File: src/rtl/mult_pkg.sv
// rtl/mult_pkg.sv - shared types and limits for the sequential multiplier
//
// Purpose: the multiplier state encoding and its legal operand width range.
// Ports:   none (package).
package mult_pkg;

  typedef enum logic [1:0] {IDLE, CALC, FIX, DONE} mult_state_e;

  localparam int MULT_MIN_WIDTH = 2;
  localparam int MULT_MAX_WIDTH = 32;

endpackage : mult_pkg

File: src/rtl/seq_multiplier.sv
// rtl/seq_multiplier.sv - shift-and-add multiplier, signed/unsigned, one bit per cycle
//
// Purpose: multiplies two WIDTH-bit operands over WIDTH+1 cycles. Signed mode
//          multiplies magnitudes and negates the product in a final fix-up step.
// Ports:
//   clk_i     in   1        clock, rising edge
//   rst_ni    in   1        asynchronous active-low reset
//   start_i   in   1        request, sampled in IDLE or DONE only
//   signed_i  in   1        operands are two's complement (sampled with start_i)
//   a_i       in   WIDTH    multiplicand (sampled with start_i)
//   b_i       in   WIDTH    multiplier (sampled with start_i)
//   busy_o    out  1        operation in progress (CALC or FIX)
//   valid_o   out  1        result_o holds the product (DONE)
//   result_o  out  2*WIDTH  product, zero whenever valid_o is low
module seq_multiplier
  import mult_pkg::*;
#(
  parameter int WIDTH = 8
) (
  input  logic               clk_i,
  input  logic               rst_ni,
  input  logic               start_i,
  input  logic               signed_i,
  input  logic [WIDTH-1:0]   a_i,
  input  logic [WIDTH-1:0]   b_i,
  output logic               busy_o,
  output logic               valid_o,
  output logic [2*WIDTH-1:0] result_o
);

  localparam int CW = $clog2(WIDTH);
  localparam int PW = 2 * WIDTH;

  if (WIDTH < MULT_MIN_WIDTH || WIDTH > MULT_MAX_WIDTH) begin : g_width_check
    $error("seq_multiplier: WIDTH out of range 2..32");
  end

  // The most negative value maps to 2^(WIDTH-1), which still fits unsigned.
  function automatic logic [WIDTH-1:0] magnitude(input logic [WIDTH-1:0] x,
                                                 input logic             is_signed);
    return (is_signed && x[WIDTH-1]) ? (~x + WIDTH'(1)) : x;
  endfunction

  mult_state_e      state_q, state_d;
  logic [PW-1:0]    acc_q, acc_d;
  logic [WIDTH-1:0] mag_a_q, mag_a_d;
  logic [WIDTH-1:0] mag_b_q, mag_b_d;
  logic             neg_q, neg_d;
  logic [CW-1:0]    cnt_q, cnt_d;

  always_ff @(posedge clk_i or negedge rst_ni) begin
    if (!rst_ni) begin
      state_q <= IDLE;
      acc_q   <= '0;
      mag_a_q <= '0;
      mag_b_q <= '0;
      neg_q   <= 1'b0;
      cnt_q   <= '0;
    end else begin
      state_q <= state_d;
      acc_q   <= acc_d;
      mag_a_q <= mag_a_d;
      mag_b_q <= mag_b_d;
      neg_q   <= neg_d;
      cnt_q   <= cnt_d;
    end
  end

  always_comb begin
    state_d = state_q;
    acc_d   = acc_q;
    mag_a_d = mag_a_q;
    mag_b_d = mag_b_q;
    neg_d   = neg_q;
    cnt_d   = cnt_q;
    case (state_q)
      // DONE accepts a new request exactly like IDLE, with no bubble cycle.
      IDLE, DONE: begin
        if (start_i) begin
          mag_a_d = magnitude(a_i, signed_i);
          mag_b_d = magnitude(b_i, signed_i);
          neg_d   = signed_i & (a_i[WIDTH-1] ^ b_i[WIDTH-1]);
          acc_d   = '0;
          cnt_d   = '0;
          state_d = CALC;
        end
      end
      CALC: begin
        if (mag_b_q[cnt_q]) begin
          acc_d = acc_q + (PW'(mag_a_q) << cnt_q);
        end
        cnt_d = cnt_q + CW'(1);
        // Explicit terminal compare: for power-of-two WIDTH the counter wraps.
        if (cnt_q == CW'(WIDTH - 1)) begin
          state_d = FIX;
        end
      end
      FIX: begin
        if (neg_q) begin
          acc_d = ~acc_q + PW'(1);
        end
        state_d = DONE;
      end
      default: state_d = IDLE;
    endcase
  end

  assign busy_o   = (state_q == CALC) || (state_q == FIX);
  assign valid_o  = (state_q == DONE);
  assign result_o = valid_o ? acc_q : '0;

endmodule : seq_multiplier
File: config.mk
export PLATFORM = sky130hd
export DESIGN_NAME = seq_multiplier
export DESIGN_NICKNAME = d
export VERILOG_FILES = /design/src/rtl/mult_pkg.sv /design/src/rtl/seq_multiplier.sv
export SDC_FILE = /design/constraint.sdc
export NUM_CORES = 1
export LEC_CHECK = 0
export ABC_AREA = 1
export CORE_MARGIN = 10
export CORE_UTILIZATION = 50
export CTS_CLUSTER_DIAMETER = 50
export CTS_CLUSTER_SIZE = 12
export DETAILED_ROUTE_END_ITERATION = 10
export GPL_TIMING_DRIVEN = 0
export PLACE_DENSITY = 0.74
export SLEW_MARGIN = 30
export SYNTH_ARGS = -nofsm -noshare
export SYNTH_HDL_FRONTEND = slang
export SYNTH_SLANG_ARGS = --single-unit
File: constraint.sdc
create_clock -name clk_i -period 3.6 [get_ports clk_i]
set_clock_uncertainty 0.15 [all_clocks]
set_input_delay 0.72 -clock clk_i [delete_from_list [all_inputs] [get_ports clk_i]]
set_output_delay 0.72 -clock clk_i [all_outputs]
set_load 0.01 [all_outputs]
==> metrics.txt <==
gr usage total 0.1787; RSZ-0062 raised after global routing false; CP max FO 10; cell area after synthesis 3772 um^2; post-synthesis cell count 604; RePlAce Congestion 0.9638; first-pass GRT wire length 17170 um; Cell Pwr Density 796.8 nW/um^2; largest net degree at the start of global routing 29; Core ar. 7292 um^2; Post-synth EDFFs 0; CP startpoint state_q[0]; Layout area overhead 15.95%; Clock Path Buffers 2; Top FF cell, synth dfrtp_1; Worst setup EP type output port; Total Nets Final 694; DRC 0; Fin Setup TNS 0 ns; Startpoint Class register; Routed Antenna Nets 0; sequential fraction of the synthesis area 0.2521; sequential cell area 950.9 um^2; top cells by count, synth nand2_1, inv_1, o21ai_0, nand3_1, dfrtp_1; hpwl dp 8390 um; I/O Buffers 37; Synth Register Bits 38; multi-input logic area 2341 um^2; outcome finished, final reports clean; Via Count 3908; layout cells sized above 1 0.06923; Die Y 106.9 um; # fillers 749; VDD IR max 0.4446 mV; global route total overflow 0; max_slew headroom 0.6216; IO Pins 38; mean area per synthesized cell 6.246 um^2; Synth top area share 0.2521; fin. max-slew vios 0; H-tree Lvls 2; WHS 0.1418 ns; Inserted Diodes 0; Die Wd 106.9 um; Hold Vio Cnt, Final 0; clock input transition at the sequential cells of the worst setup and hold paths 0.08 ns; post-DR wirelength/cell 13.51 um; worst r2r src cnt_q[0]; CTS Buf Count 5; CTS tree built; Synth area leader dfrtp_1; initial antenna violation count 0; vias in the first global route 3756; total power 0.003485 W; FMAX 307.7 MHz; starting DRC count in detailed routing 214; post-layout util 0.5999; Routed Wire Length 10120 um; Unique masters post-synth 39; Leakage Power 2.395 nW; clk sinks 38; FP Rows 31; Min-Delay Path Class input pin to async pin; Post-Syn Nets 649; drt via density 5.218; Die ar. 11420 um^2; Synth area leaders dfrtp_1, nand2_1, inv_1; most common cell in the synthesized netlist nand2_1; actual slew at the worst max-slew pin 0.5676 ns; ys async rst share 1.000; CP required 2.73 ns; WS Path Type register to output port; Max-cap violations 0; Tmin final 3.250 ns; WP data arrival 2.38 ns; CTS root buf clkbuf_8; crit share post-route 0.9027; Setup violations, final 0; Ys Warns 0; 1st-pass router iterations 5; Post CTS Setup Buffer Count 0; worst-skew pair later-pin latency 0.30 ns; starting density of the core 0.5173
==> placed cells by master (no fill, tap or decap), types with 2 or more instances in the layout <==
master / n
a31oi_1: 3
inv_4: 2
or2_2: 5
mux2i_1: 5
o31ai_1: 3
o22ai_1: 3
nand2_4: 2
dfrtp_1: 38
buf_6: 3
xnor2_1: 2
o21ai_1: 6
a21oi_1: 16
clkdlybuf4s50_1: 36
nor2_1: 35
o21ai_0: 48
nand3_2: 5
inv_1: 95
nand2_2: 11
ha_1: 24
nand3_1: 46
buf_2: 2
nand4_1: 4
nor3_1: 6
nand2_1: 205
clkbuf_8: 6
nand3b_1: 3
xor2_1: 11
buf_12: 2
buf_1: 2
clkbuf_1: 8
==> layout make-up <==
class / count / area share
Buffer: 16 / 0.02403
Clock buffer: 7 / 0.01974
Clock inverter: 1 / 0.001144
Inverter: 99 / 0.08610
Multi-Input combinational cell: 451 / 0.5352
Sequential cell: 38 / 0.2174
Tap cell: 99 / 0.02832
Timing Repair Buffer: 38 / 0.08810
==> per-stage QoR <==
| stage | cells | worst slack [ns] | instance area (um^2) |
|---|---|---|---|
| global placement | 740 | 0.5051 | 4267 |
| floorplan | 604 | 1.061 | 3772 |
| finish | 749 | 0.3502 | 4374 |
| CTS | 749 | 0.1418 | 4373 |
| global route | 749 | 0.09984 | 4374 |
| detailed placement | 741 | 0.4780 | 4282 |
==> metal layers <==
metal  wire (um)  up-vias  GRT usage  share of wire
met3         571       22    0.01976          0.056
met1        4416     1764     0.2201           0.44
met2        4929      133     0.3156           0.49
li1            -     1989          -              -
met4         199        0    0.05996          0.020
met5           0        -          0              0
==> cells by family (layout without fill, tap and decap cells) <==
logic type | Yosys count | in the layout | share of synthesized area
AO/OA/AOI/OAI | 82 | 82 | 0.1171
XOR/XNOR | 13 | 13 | 0.03018
adder cells (fa/ha/maj) | 25 | 25 | 0.08491
buffers and inverters | 115 | 161 | 0.1274
flip-flops | 38 | 38 | 0.2521
multiplexers | 5 | 5 | 0.01327
AND/OR/NAND/NOR | 326 | 326 | 0.3751
==> critical path, cell delays in order, from the launching register on <==
cell and delay (ns):
dfrtp_1 0.44, ha_1 0.20, clkbuf_1 0.33, clkbuf_2 0.36, nand2_1 0.14, inv_1 0.07
clkdlybuf4s50_1 0.53
==> what timing repair did <==
action | in CTS | in global routing
hold buffers | 0 | 0
setup endpoints to repair | 0 | 1
gates resized for setup | 0 | 2
==> final timing paths <==
check	cells after the start	endpoint	slack (ns)
setup / recovery	6	result_o[8]	0.35
hold / removal	1	acc_q[0]	0.14
setup reg to reg	17	acc_q[14]	0.44
hold reg to reg	2	mag_b_q[3]	0.34
max in group asynchronous	2	acc_q[10]	2.72
min in group clk_i	2	mag_b_q[3]	0.34
==> sequential cells by signal, summed over array words and instances, names as in the netlist <==
signal and count:
mag_b_q 8, state_q 2, cnt_q 3, acc_q 16, mag_a_q 8, neg_q 1
==> where the power goes <==
part	switching, W	total (W)	internal [W]
Clock	0.000162	0.000316	0.000155
Combinational	0.00156	0.00242	0.000858
Sequential	0.000159	0.000750	0.000590
Total	0.00188	0.00349	0.00160
(Power assumes the default switching activity.)
